### src/rtl/controle_injecao.sv
// Sequencer for a 16-pass single-bit fault-injection campaign over a Hamming (15,11) codeword.
// Drives the injector, handshakes each injected word with the decoder and accumulates pass/fail statistics.
module controle_injecao #(
    parameter int TIMEOUT = 8
) (
    input  logic        clk,
    input  logic        rst_n,
    input  logic        start,
    input  logic [14:0] codigo,
    output logic [14:0] entrada_inj,
    output logic [3:0]  n_inj,
    output logic        erro_inj,
    output logic        req_dec,
    input  logic        ack_dec,
    input  logic [14:0] corrigido,
    output logic        busy,
    output logic        done,
    output logic [4:0]  falhas,
    output logic [4:0]  primeira_falha,
    output logic        timeout_flag
);

    localparam logic [1:0] IDLE   = 2'd0;
    localparam logic [1:0] ESPERA = 2'd1;
    localparam logic [1:0] AVALIA = 2'd2;
    localparam logic [1:0] FIM    = 2'd3;

    localparam logic [7:0] LIMITE      = 8'(TIMEOUT - 1);
    localparam logic [4:0] SEM_FALHA   = 5'd31;
    localparam logic [3:0] PASSE_LIMPO = 4'd15;

    logic [1:0]  state;
    logic [14:0] codigo_reg;
    logic [3:0]  idx;
    logic [3:0]  idx_next;
    logic [7:0]  contador;
    logic        falha_pass;

    assign entrada_inj = codigo_reg;
    assign idx_next    = idx + 4'd1;

    always_ff @(posedge clk or negedge rst_n) begin
        if (!rst_n) begin
            state          <= IDLE;
            codigo_reg     <= 15'd0;
            idx            <= 4'd0;
            contador       <= 8'd0;
            falha_pass     <= 1'b0;
            n_inj          <= 4'd0;
            erro_inj       <= 1'b0;
            req_dec        <= 1'b0;
            busy           <= 1'b0;
            done           <= 1'b0;
            falhas         <= 5'd0;
            primeira_falha <= SEM_FALHA;
            timeout_flag   <= 1'b0;
        end else begin
            done <= 1'b0;
            case (state)
                IDLE: begin
                    if (start) begin
                        codigo_reg     <= codigo;
                        falhas         <= 5'd0;
                        primeira_falha <= SEM_FALHA;
                        timeout_flag   <= 1'b0;
                        idx            <= 4'd0;
                        contador       <= 8'd0;
                        n_inj          <= 4'd0;
                        erro_inj       <= 1'b1;
                        req_dec        <= 1'b1;
                        busy           <= 1'b1;
                        state          <= ESPERA;
                    end
                end
                ESPERA: begin
                    contador <= contador + 8'd1;
                    // An ack arriving on the last allowed cycle still counts as a real response.
                    if (ack_dec) begin
                        falha_pass <= (corrigido != codigo_reg);
                        req_dec    <= 1'b0;
                        state      <= AVALIA;
                    end else if (contador == LIMITE) begin
                        falha_pass   <= 1'b1;
                        timeout_flag <= 1'b1;
                        req_dec      <= 1'b0;
                        state        <= AVALIA;
                    end
                end
                AVALIA: begin
                    contador <= 8'd0;
                    if (falha_pass) begin
                        falhas <= falhas + 5'd1;
                        if (primeira_falha == SEM_FALHA) begin
                            primeira_falha <= {1'b0, idx};
                        end
                    end
                    if (idx == PASSE_LIMPO) begin
                        done  <= 1'b1;
                        state <= FIM;
                    end else begin
                        // Injector drive only changes here, on entry to the next request.
                        idx      <= idx_next;
                        n_inj    <= (idx_next == PASSE_LIMPO) ? 4'd0 : idx_next;
                        erro_inj <= (idx_next != PASSE_LIMPO);
                        req_dec  <= 1'b1;
                        state    <= ESPERA;
                    end
                end
                default: begin
                    busy  <= 1'b0;
                    state <= IDLE;
                end
            endcase
        end
    end

endmodule

### config.mk
export PLATFORM = sky130hd
export DESIGN_NAME = controle_injecao
export DESIGN_NICKNAME = d
export VERILOG_FILES = /design/src/rtl/controle_injecao.sv
export SDC_FILE = /design/constraint.sdc
export NUM_CORES = 1
export LEC_CHECK = 0
export CAP_MARGIN = 30
export CORE_ASPECT_RATIO = 0.6
export CORE_UTILIZATION = 30
export DETAILED_ROUTE_END_ITERATION = 12
export GPL_ROUTABILITY_DRIVEN = 0
export PLACE_DENSITY = 0.5
export SYNTH_ARGS = -nofsm -noshare
export SYNTH_HDL_FRONTEND = slang
export SYNTH_SLANG_ARGS = --single-unit
### constraint.sdc
create_clock -name clk -period 4 [get_ports clk]
set_input_delay 0.6 -clock clk [delete_from_list [all_inputs] [get_ports clk]]
set_output_delay 0.6 -clock clk [all_outputs]
set_load 0.1 [all_outputs]
# == Yosys cells after proc, flatten, opt, wreduce, memory -nomap -nowiden ==
# Index checks and enable logic that the tools add are counted.
# word_totals
latchBits,0
rom_bits,0
out_inout_bits,34
ram_bits,0
n_memories,0
inputBits,34
elab_cells,83
reg_bits,49
# classes
n_eq_ne,15
n_shift,0
bitwise_logic,1
order_cmp,0
n_reduce_logical,16
n_addsub,3
mul,0
n_div,0
mux,35
# op_table
op,count
5-bit 2-to-1 mux,5
8-bit case mux with 3 select lines,1
5-bit case mux with 2 select lines,2
4-bit 2-to-1 mux,4
4-bit case mux with 2 select lines,2
15-bit != test,1
2-bit != test (second input constant),6
4-bit AND reduction,3
1-bit 2-to-1 mux,11
2-bit AND reduction,5
8-bit by 1-bit adder with 8-bit output (second input constant),1
4-bit equality test (second input constant),2
8-bit by 3-bit equality test with 1-bit output (second input constant),1
2-bit 2-to-1 mux,4
8-bit 2-to-1 mux,1
1-bit case mux with 2 select lines,3
2-bit case mux with 3 select lines,1
3-bit AND reduction,2
2-bit nonzero test,3
5-bit by 1-bit adder with 5-bit output (second input constant),1
5-bit equality test (second input constant),1
4-bit by 1-bit adder with 4-bit output (second input constant),1
4-bit != test (second input constant),1
3-bit != test (second input constant),1
7 further kinds,7

# == Logic depth before layout (Yosys ltp) ==
# Gate-level depths: netlist (run 1).
# depth
word_depth,5
mapped_depth,7
mapped_depth_nobuf,7

# == Worst setup path after synthesis (run 1) ==
# No wires, ideal clock.
# synth_timing
path_type,reg2reg
start,register state[0]
end,"register codigo_reg[10], in the netlist entrada_inj[10]"
arrival_ns,1.670
stages_incl_launch_ff,6
slack_ns,2.204
t_required_ns,3.874
synth_period_minus_slack_ns,1.796
setup_ns,0.126
path_buffers,1
cell_sequence,dfrtp_1 inv_1 ha_1 nand2_1 clkbuf_1 mux2_2
# synth_between
elab_chain_len,2
# synth_rtl
item,line_no,text
"start, declared",32,logic [1:0] state;
"start signal, assigned",44,state <= IDLE;
"start signal, assigned",72,state <= ESPERA;
"start signal, assigned",81,state <= AVALIA;
2-bit logical NOT,59,case (state)
2-bit AND reduction (no source line),n/a,
"end signal, assigned",62,codigo_reg <= codigo;
"end, declared",33,logic [14:0] codigo_reg;
# No other way between the ends.
# A chain may end at the register's enable or synchronous reset.

# == Worst setup path after layout (run 1) ==
# layout_timing
start,register primeira_falha[1]
end,output port primeira_falha[1]
# layout_lines
item,line_no,text
"start, declared",19,"output logic [4:0] primeira_falha,"
"start signal, assigned",94,"primeira_falha <= {1'b0, idx};"
# No word-level cell between the ends.

==> results of run 1 <==
==> registers in the layout, summed over array words and instances (netlist names), 2 cells and up <==
signal          flops
n_inj               4
entrada_inj        15
idx                 4
falhas              5
contador            8
primeira_falha      5
state               2
==> through the flow <==
step | utilization, % | hold slack, ns | cell area (um2) | instances
2_1_floorplan | - | 0.3044 | 2444 | 230
3_3_place_gp | 41.16 | 0.4776 | 3244 | 403
3_5_place_dp | 41.16 | 0.4845 | 3244 | 403
4_1_cts | 43.16 | 0.3243 | 3402 | 411
5_1_grt | 43.16 | 0.3565 | 3402 | 411
6_report | 43.16 | 0.2997 | 3402 | 411
==> cells in the final DEF (no fill, tap or decap), types with 2 or more instances in the layout <==
master,count
nor2b_1,5
nand2_1,18
dfstp_2,5
ha_1,8
nand3_1,9
buf_4,2
nand4_1,8
clkbuf_8,2
xnor2_1,18
clkbuf_16,5
nor3_1,5
o21ai_0,14
nor2_1,15
nand2b_1,3
a21o_1,6
dfrtp_1,44
a21oi_1,10
xor2_1,3
a22o_1,6
and3_2,2
mux2_2,17
o31ai_1,2
clkdlybuf4s50_1,66
inv_1,14
==> kinds of logic after synthesis <==
group                      after synthesis  share of synthesized area [%]
and+or+nand+nor                         69                          13.88
xor gates and xnor gates                21                          7.527
DFF                                     49                          50.44
buffers and inverters                   18                          2.765
AOI/OAI and AO/OA                       47                          13.06
muxes                                   18                          8.244
adders and majority gates                8                          4.096
==> worst max-delay path by stage <==
stage                                 start                end
after floorplan                    state[0]    entrada_inj[10]
final                     primeira_falha[1]  primeira_falha[1]
after global routing      primeira_falha[4]  primeira_falha[4]
after global placement    primeira_falha[2]  primeira_falha[2]
after detailed placement  primeira_falha[1]  primeira_falha[1]
after CTS                 primeira_falha[4]  primeira_falha[4]
==> final cells by class <==
type | count | area, um2
Tap cell | 108 | 135.1
Inverter | 14 | 52.55
Clock inverter | 1 | 5.005
Fill cell | 777 | 4481
Clock buffer | 7 | 152.6
Sequential cell | 49 | 1232
Multi-Input combinational cell | 163 | 1144
Timing Repair Buffer | 69 | 680.7
==> per-layer routing <==
| layer | up-vias | part of all wire, % | track usage, % |
|---|---|---|---|
| met4 | 0 | 0.31 | 2.110 |
| met5 | - | 0 | 0 |
| li1 | 951 | - | - |
| met3 | 2 | 6.5 | 5.189 |
| met1 | 892 | 54 | 20.87 |
| met2 | 47 | 39 | 19.80 |
==> results by group, run 1 <==
Yosys
  – Count leader, synth: dfrtp_1
  – Post-synth ARST share: 100.0%
  – Synth warn: 0
  – EDFF count, synth: 0
  – Largest area contributor in the synthesized netlist: dfrtp_1
  – Synth Area per Inst: ~11 um2
  – Mapped Nets: 272
  – Most used DFF post-synth: dfrtp_1
  – Most frequent cells after synthesis: 44 x dfrtp_1, 18 x nand2_1, 18 x xnor2_1
  – Unique masters post-synth: 35
  – Post-synth top area share: a little under half
  – Sequential fraction of the synthesis area: 50.44%
  – Post-Syn Area: around 2400 um2
  – Cells after Synth: 230
  – Post-synthesis register bit count: 49
  – Synth top area cells: dfrtp_1 45%, mux2_2 7.8%, xnor2_1 6.5%

Timing
  – Fin crit share: 64.01%
  – Relative slew slack: around a third
  – Setup violations, final: 0
  – RSZ-0062 raised after global routing: false
  – Setup TNS: 0 ns
  – Worst-margin pin slew: around 1 ns
  – Worst Skew: 0.004133 ns
  – Max-slew violations: 0
  – Crit path time final: 2.560 ns
  – Final Hold Vio Count: 0
  – Worst setup margin: 1.440 ns
  – Peak Freq: 0.3906 GHz

Die
  – Core area: 7883 um2
  – Die span in x: 118.5 um
  – Die Height: 71.91 um
  – Io pins: between 60 and 70
  – Initial Util: 31.00%
  – FP Rows: 25
  – Die area: roughly 8500 um2

Run status
  – Status: finished, final reports clean

Cells and area
  – Final net count: 344
  – P&R area growth vs syn: 39.22%
  – N_diodes: 0
  – Layout cells sized above 1: 12.54%

CTS
  – Clk buf depth: 2
  – TritonCTS Buffers: 5
  – Post-CTS Setup Bufs: 0
  – CTS sink count: 49
  – Post-cts repair resize count: 0
  – Clock transition at path regs: 0.06 ns
  – # H-tree levels: 2
  – Hold Buf Count CTS: 0
  – Clk_lat worst skew: 0.28 ns
  – CTS tree: yes
  – Root Driver: clkbuf_16

Global route
  – All-Layer GR Usage: 14.08%
  – First-pass GRT wire length: 9.432 mm
  – Initial antenna violation count: 0
  – Largest net degree at the start of global routing: 26
  – GR Overflow Total: 0
  – Vias in the first global route: 1,912

Worst setup path
  – Buf/Inv on CP: 1
  – Crit Path Category: flip-flop to output port
  – R2R depth: 7
  – Worst-path fanout max: 3
  – Worst Path Arrival: between 1.5 and 2 ns
  – Critical-path cell with the highest stage delay: clkdlybuf4s50_1
  – Critical Path Stages: 1
  – Critical Path Start Type: flip-flop
  – CP cell instances: clkdlybuf4s50_1
  – Crit. End Element: output port
  – Reg2reg end: falhas[4]
  – Slowest cell delay on critical path: 1.13 ns
  – Reg-to-reg startpoint: state[0]
  – Worst R2R Setup Slack: 1.97 ns
  – Worst path required time: 3.40 ns
  – Delay-heaviest family, CP: buffers and inverters

Routing
  – Initial DRC Count: 102
  – Post-DR vias/cell: 4.603
  – Final Routed Wirelength: around 5.5 mm
  – DRC: 0
  – Vias: 1,892
  – DRT Pass-1 Iters: 4
  – WL/cell: 13.27 um
  – Post-route antenna net violation count: 0

Place
  – Place WS: 1.744 ns
  – IO Port Bufs: 67
  – Post-DP HPWL: 4.088 mm

Hold path
  – Hold WC Path Type: primary input to async pin

Job
  – Max cap viols: 0
Power of run 1 is left out: the tool's default activity adds up to more than one toggle a clock period on the data nets, which glitch-free logic cannot reach.
==> run 2, diff against run 1 <==
- PLACE_DENSITY: 0.5 -> 0.52
- clock period: 4 -> 2.1 ns (I/O delays scaled with it)
==> run 2 against run 1 <==
  * Flip-flop and latch count did not move
  * First-iteration DRC count fell by 7.8%
  * Non-clock buffer count rose by 8
  * Sequential share of layout area rose by 0.27 points
  * Die area did not move
  * Final area fell by 0.74%
  * Global-route usage rose by 0.11 points
  * Critical path depth rose by 7
  * Clock-buffer cell count did not move
  * Register-to-register slack got worse by 1.7 ns
  * Setup slack got worse by 1.2 ns
  * Worst hold slack improved by 0.19 ns
  * Critical endpoint is now req_dec
  * Largest cell class unchanged
  * Highest routed layer unchanged
==> results by group, run 2 (same netlist as run 1, synthesis figures left out) <==
Run status
  – Status: finished, final reports clean

Global route
  – GR peak layer: met2
  – M3 GR Usage: roughly 6%
  – Vias in the first global route: between 1,500 and 2,000
  – All-Layer GR Usage: about 14%
  – GR Util met2: 20.13%
  – Initial antenna violation count: 0
  – Largest net degree at the start of global routing: 25
  – GRT met1 Usage: between 10% and 20%
  – First-pass GRT wire length: 9.404 mm
  – GR Overflow Total: 0

Place
  – Post-DP HPWL: 4.218 mm
  – Place WS: 0.1653 ns
  – IO Port Bufs: 67

Routing
  – Post-DR vias/cell: 4.592
  – DRC: 0
  – Vias: just under 2,000
  – Initial DRC Count: 94
  – DRT Pass-1 Iters: 6
  – WL/cell: about 13 um
  – Post-route antenna net violation count: 0
  – Final Routed Wirelength: 5.638 mm

Cells and area
  – Layout cells sized above 1: 25.08%
  – P&R area growth vs syn: 38.20%
  – Most frequent cells in the layout: 44 x dfrtp_1, 42 x buf_4, 32 x clkdlybuf4s50_1
  – N_diodes: 0
  – Most common cell after layout, fill and taps aside: dfrtp_1
  – Final net count: between 300 and 400
  – Max reg flops: 15

Worst setup path
  – Crit Path Category: flip-flop to flip-flop
  – R2R depth: 8
  – Worst path required time: between 2 and 2.5 ns
  – Reg2reg end: req_dec
  – Crit. End Element: flip-flop
  – Worst Path Arrival: 2.00 ns
  – Critical Path Start Type: flip-flop
  – Worst-path fanout max: 6
  – Worst R2R Setup Slack: 0.24 ns
  – Reg-to-reg startpoint: state[0]

CTS
  – CTS sink count: 49
  – CTS tree: yes
  – Clk buf depth: 2
  – # H-tree levels: 2
  – Clk_lat worst skew: roughly 0.28 ns
  – Root Driver: clkbuf_16
  – Clock transition at path regs: roughly 0.06 ns
  – TritonCTS Buffers: 5

Timing
  – Worst Skew: about 0.0064 ns
  – Relative slew slack: 67.56%
  – Final Hold Vio Count: 0
  – Setup violations, final: 0
  – WHS: between 0.4 and 0.5 ns
  – Max-slew violations: 0
  – Worst-margin pin slew: 0.4865 ns
  – Worst setup margin: ~0.24 ns
  – RSZ-0062 raised after global routing: false
  – Crit path time final: between 1.5 and 2 ns
  – Peak Freq: around 0.54 GHz
  – Fin crit share: 88.48%
  – Setup TNS: 0 ns

Die
  – Core area: between 7000 and 8000 um2
  – Die span in x: 118.5 um
  – Die Height: 71.91 um
  – Die area: 8522 um2
  – FP Rows: 25
  – Io pins: 68
  – Initial Util: between 30% and 40%

Hold path
  – Hold WC Path Type: primary input to async pin

Job
  – Max cap viols: 0
[run 2: per-stage QoR]
step,area [um2],utilization [%],instances
final,3377,42.84,419
after global routing,3377,42.84,419
after CTS,3349,42.49,416
after detailed placement,3202,40.62,407
after global placement,3202,40.62,407
after floorplan,2444,-,230
[run 2: layout make-up]
cell class,count,area [um2]
clock inverters,1,5.005
repair buffers,77,670.6
inverters,14,52.55
flip-flops and latches,49,1232
multi-input cells,163,1149
fillers,769,4506
clock buffers,7,132.6
well taps,108,135.1
[run 2: worst max-delay path by stage]
stage	from	to	slack, ns	cells after the start
floorplan	state[0]	entrada_inj[10]	0.30	5
global placement	state[0]	contador[5]	0.21	7
detailed placement	start	contador[6]	0.17	6
CTS	state[0]	contador[7]	0.14	7
global route	state[0]	falhas[3]	0.02	7
finish	state[0]	req_dec	0.24	8
[run 2: critical path, stage by stage, from the launching register on]
cell	delay (ns)
dfrtp_1	0.42
inv_1	0.09
ha_1	0.27
nor2b_1	0.18
buf_4	0.14
nor2_1	0.29
nand3_1	0.16
nand2_1	0.09
o21ai_0	0.07
[run 2: repair_timing]
item / 4_1_cts / 5_1_grt
setup buffers: 0 / 3
hold buffers: 1 / 0
setup endpoints to repair: 0 / 3
hold endpoints to repair: 14 / 0
resized for setup: 0 / 1
[run 2: per-layer routing]
layer | wire [um] | vias to the layer above
met1 | 2889 | 894
met5 | 0 | -
met2 | 2256 | 56
met4 | 54 | 0
li1 | - | 968
met3 | 437 | 6
Power of run 2 is left out for the same reason.
==> run 3, diff against run 2 <==
- CORE_MARGIN: not set -> 2
==> run 3 against run 2 <==
  * Clock-buffer cell count decreased by 1
  * Flip-flop and latch count stayed put
  * Die area rose by 4.5%
  * Register-to-register slack got worse by 0.03 ns
  * Critical path depth down 2
  * Global-route usage decreased by 0.56 points
  * First-iteration DRC count shrank 4.3%
  * Clock skew shrank 0.0045 ns
  * Via count shrank 0.10%
  * Non-clock buffer count decreased by 4
  * Setup slack worse by 0.033 ns
  * Sequential share of layout area rose by 0.40 points
==> results by group, run 3 (same netlist as run 1, synthesis figures left out) <==
Timing
  – Fin crit share: 90.04%
  – Crit path time final: roughly 1.9 ns
  – Max-slew violations: 0
  – WHS: 0.01190 ns
  – RSZ-0062 raised after global routing: false
  – Worst setup margin: 0.2091 ns
  – Final Hold Vio Count: 0
  – Setup violations, final: 0
  – Peak Freq: 0.5289 GHz
  – Worst-margin pin slew: just under 0.5 ns
  – Relative slew slack: 67.20%
  – Worst Skew: 0.001887 ns
  – Setup TNS: 0 ns

Worst setup path
  – Worst R2R Setup Slack: 0.21 ns
  – Critical Path Start Type: flip-flop
  – Crit Path Category: flip-flop to flip-flop
  – Reg-to-reg startpoint: idx[0]
  – R2R depth: 6
  – Worst-path fanout max: 8
  – Crit. End Element: flip-flop
  – Critical Path Sink: n_inj[2]
  – Reg2reg end: n_inj[2]
  – Worst path required time: 2.28 ns
  – Worst Path Arrival: 2.07 ns
  – CP Launch Point: idx[0]

Cells and area
  – Max reg flops: 15
  – Final net count: 348
  – Most common cell after layout, fill and taps aside: dfrtp_1
  – Layout cells sized above 1: 24.43%
  – P&R area growth vs syn: 36.71%
  – Post-route non-filler standard cell count: about 420
  – FILL cells: just under 800
  – Most frequent cells in the layout: 44 x dfrtp_1, 39 x buf_4, 32 x clkdlybuf4s50_1
  – N_diodes: 0

Routing
  – DRT Pass-1 Iters: 4
  – Initial DRC Count: 90
  – Vias: 1,922
  – Final Routed Wirelength: roughly 5.6 mm
  – DRC: 0
  – Post-DR vias/cell: roughly 4.6
  – WL/cell: 13.47 um
  – Post-route antenna net violation count: 0

Die
  – Die span in x: 120.5 um
  – Initial Util: 31.00%
  – Die Height: 73.91 um
  – Core area: 7883 um2
  – FP Rows: 25
  – Die area: roughly 8900 um2
  – Io pins: slightly below 70

CTS
  – Clock transition at path regs: 0.06 ns
  – CTS sink count: a little under 50
  – # H-tree levels: 2
  – Root Driver: clkbuf_16
  – Hold Buf Count CTS: 0
  – Clk buf depth: 2
  – TritonCTS Buffers: 5
  – CTS tree: yes
  – Post-cts repair resize count: 0
  – Post-CTS Setup Bufs: 0
  – Clk_lat worst skew: 0.29 ns

Place
  – Placed Cells: 405
  – IO Port Bufs: 67
  – Place WS: 0.1634 ns
  – Post-DP HPWL: 4.100 mm

Global route
  – GR Overflow Total: 0
  – Largest net degree at the start of global routing: 50
  – Initial antenna violation count: 0
  – All-Layer GR Usage: between 10% and 20%
  – Vias in the first global route: 2,002
  – First-pass GRT wire length: approximately 9.4 mm

Run status
  – Status: finished, final reports clean

Job
  – Max cap viols: 0

Hold path
  – Hold WC Path Type: primary input to async pin
## run 3: worst min path at each step
stage,start,endpoint,slack (ns)
global route,rst_n,falhas[2],0.03
global placement,rst_n,falhas[2],0.33
floorplan,rst_n,busy,0.02
detailed placement,rst_n,falhas[2],0.32
finish,rst_n,falhas[2],0.01
CTS,rst_n,falhas[2],0.02
## run 3: area by class of cell
type	instances	area, um2	area share (%)
sequential	49	1232	36.89
timing repair buffer	73	638.1	19.10
clock buffer	6	128.9	3.858
clock inverter	2	10.01	0.2996
inverter	14	52.55	1.573
tap	108	135.1	4.045
multi-input combinational	163	1144	34.23
## run 3: worst max-delay path, stage by stage (launching register included)
cell and delay, ns:
dfrtp_1 0.44, ha_1 0.34, nand2_1 0.11, o211ai_1 0.45, buf_4 0.21, a21oi_1 0.04
a22o_1 0.19
## run 3: metrics by stage
stage               instance area [um2]  utilization [%]
floorplan                          2444                -
global placement                   3187            40.43
detailed placement                 3187            40.43
CTS                                3326            42.19
global route                       3341            42.38
finish                             3341            42.38
## run 3: layer usage
metal / track usage, % / part of all wire (%) / vias up
met2: 18.83 / 40 / 46
met3: 5.901 / 8.2 / 4
li1: - / - / 961
met1: 19.78 / 51 / 911
met4: 2.713 / 0.55 / 0
met5: 0 / 0 / -
Power of run 3 is left out for the same reason.
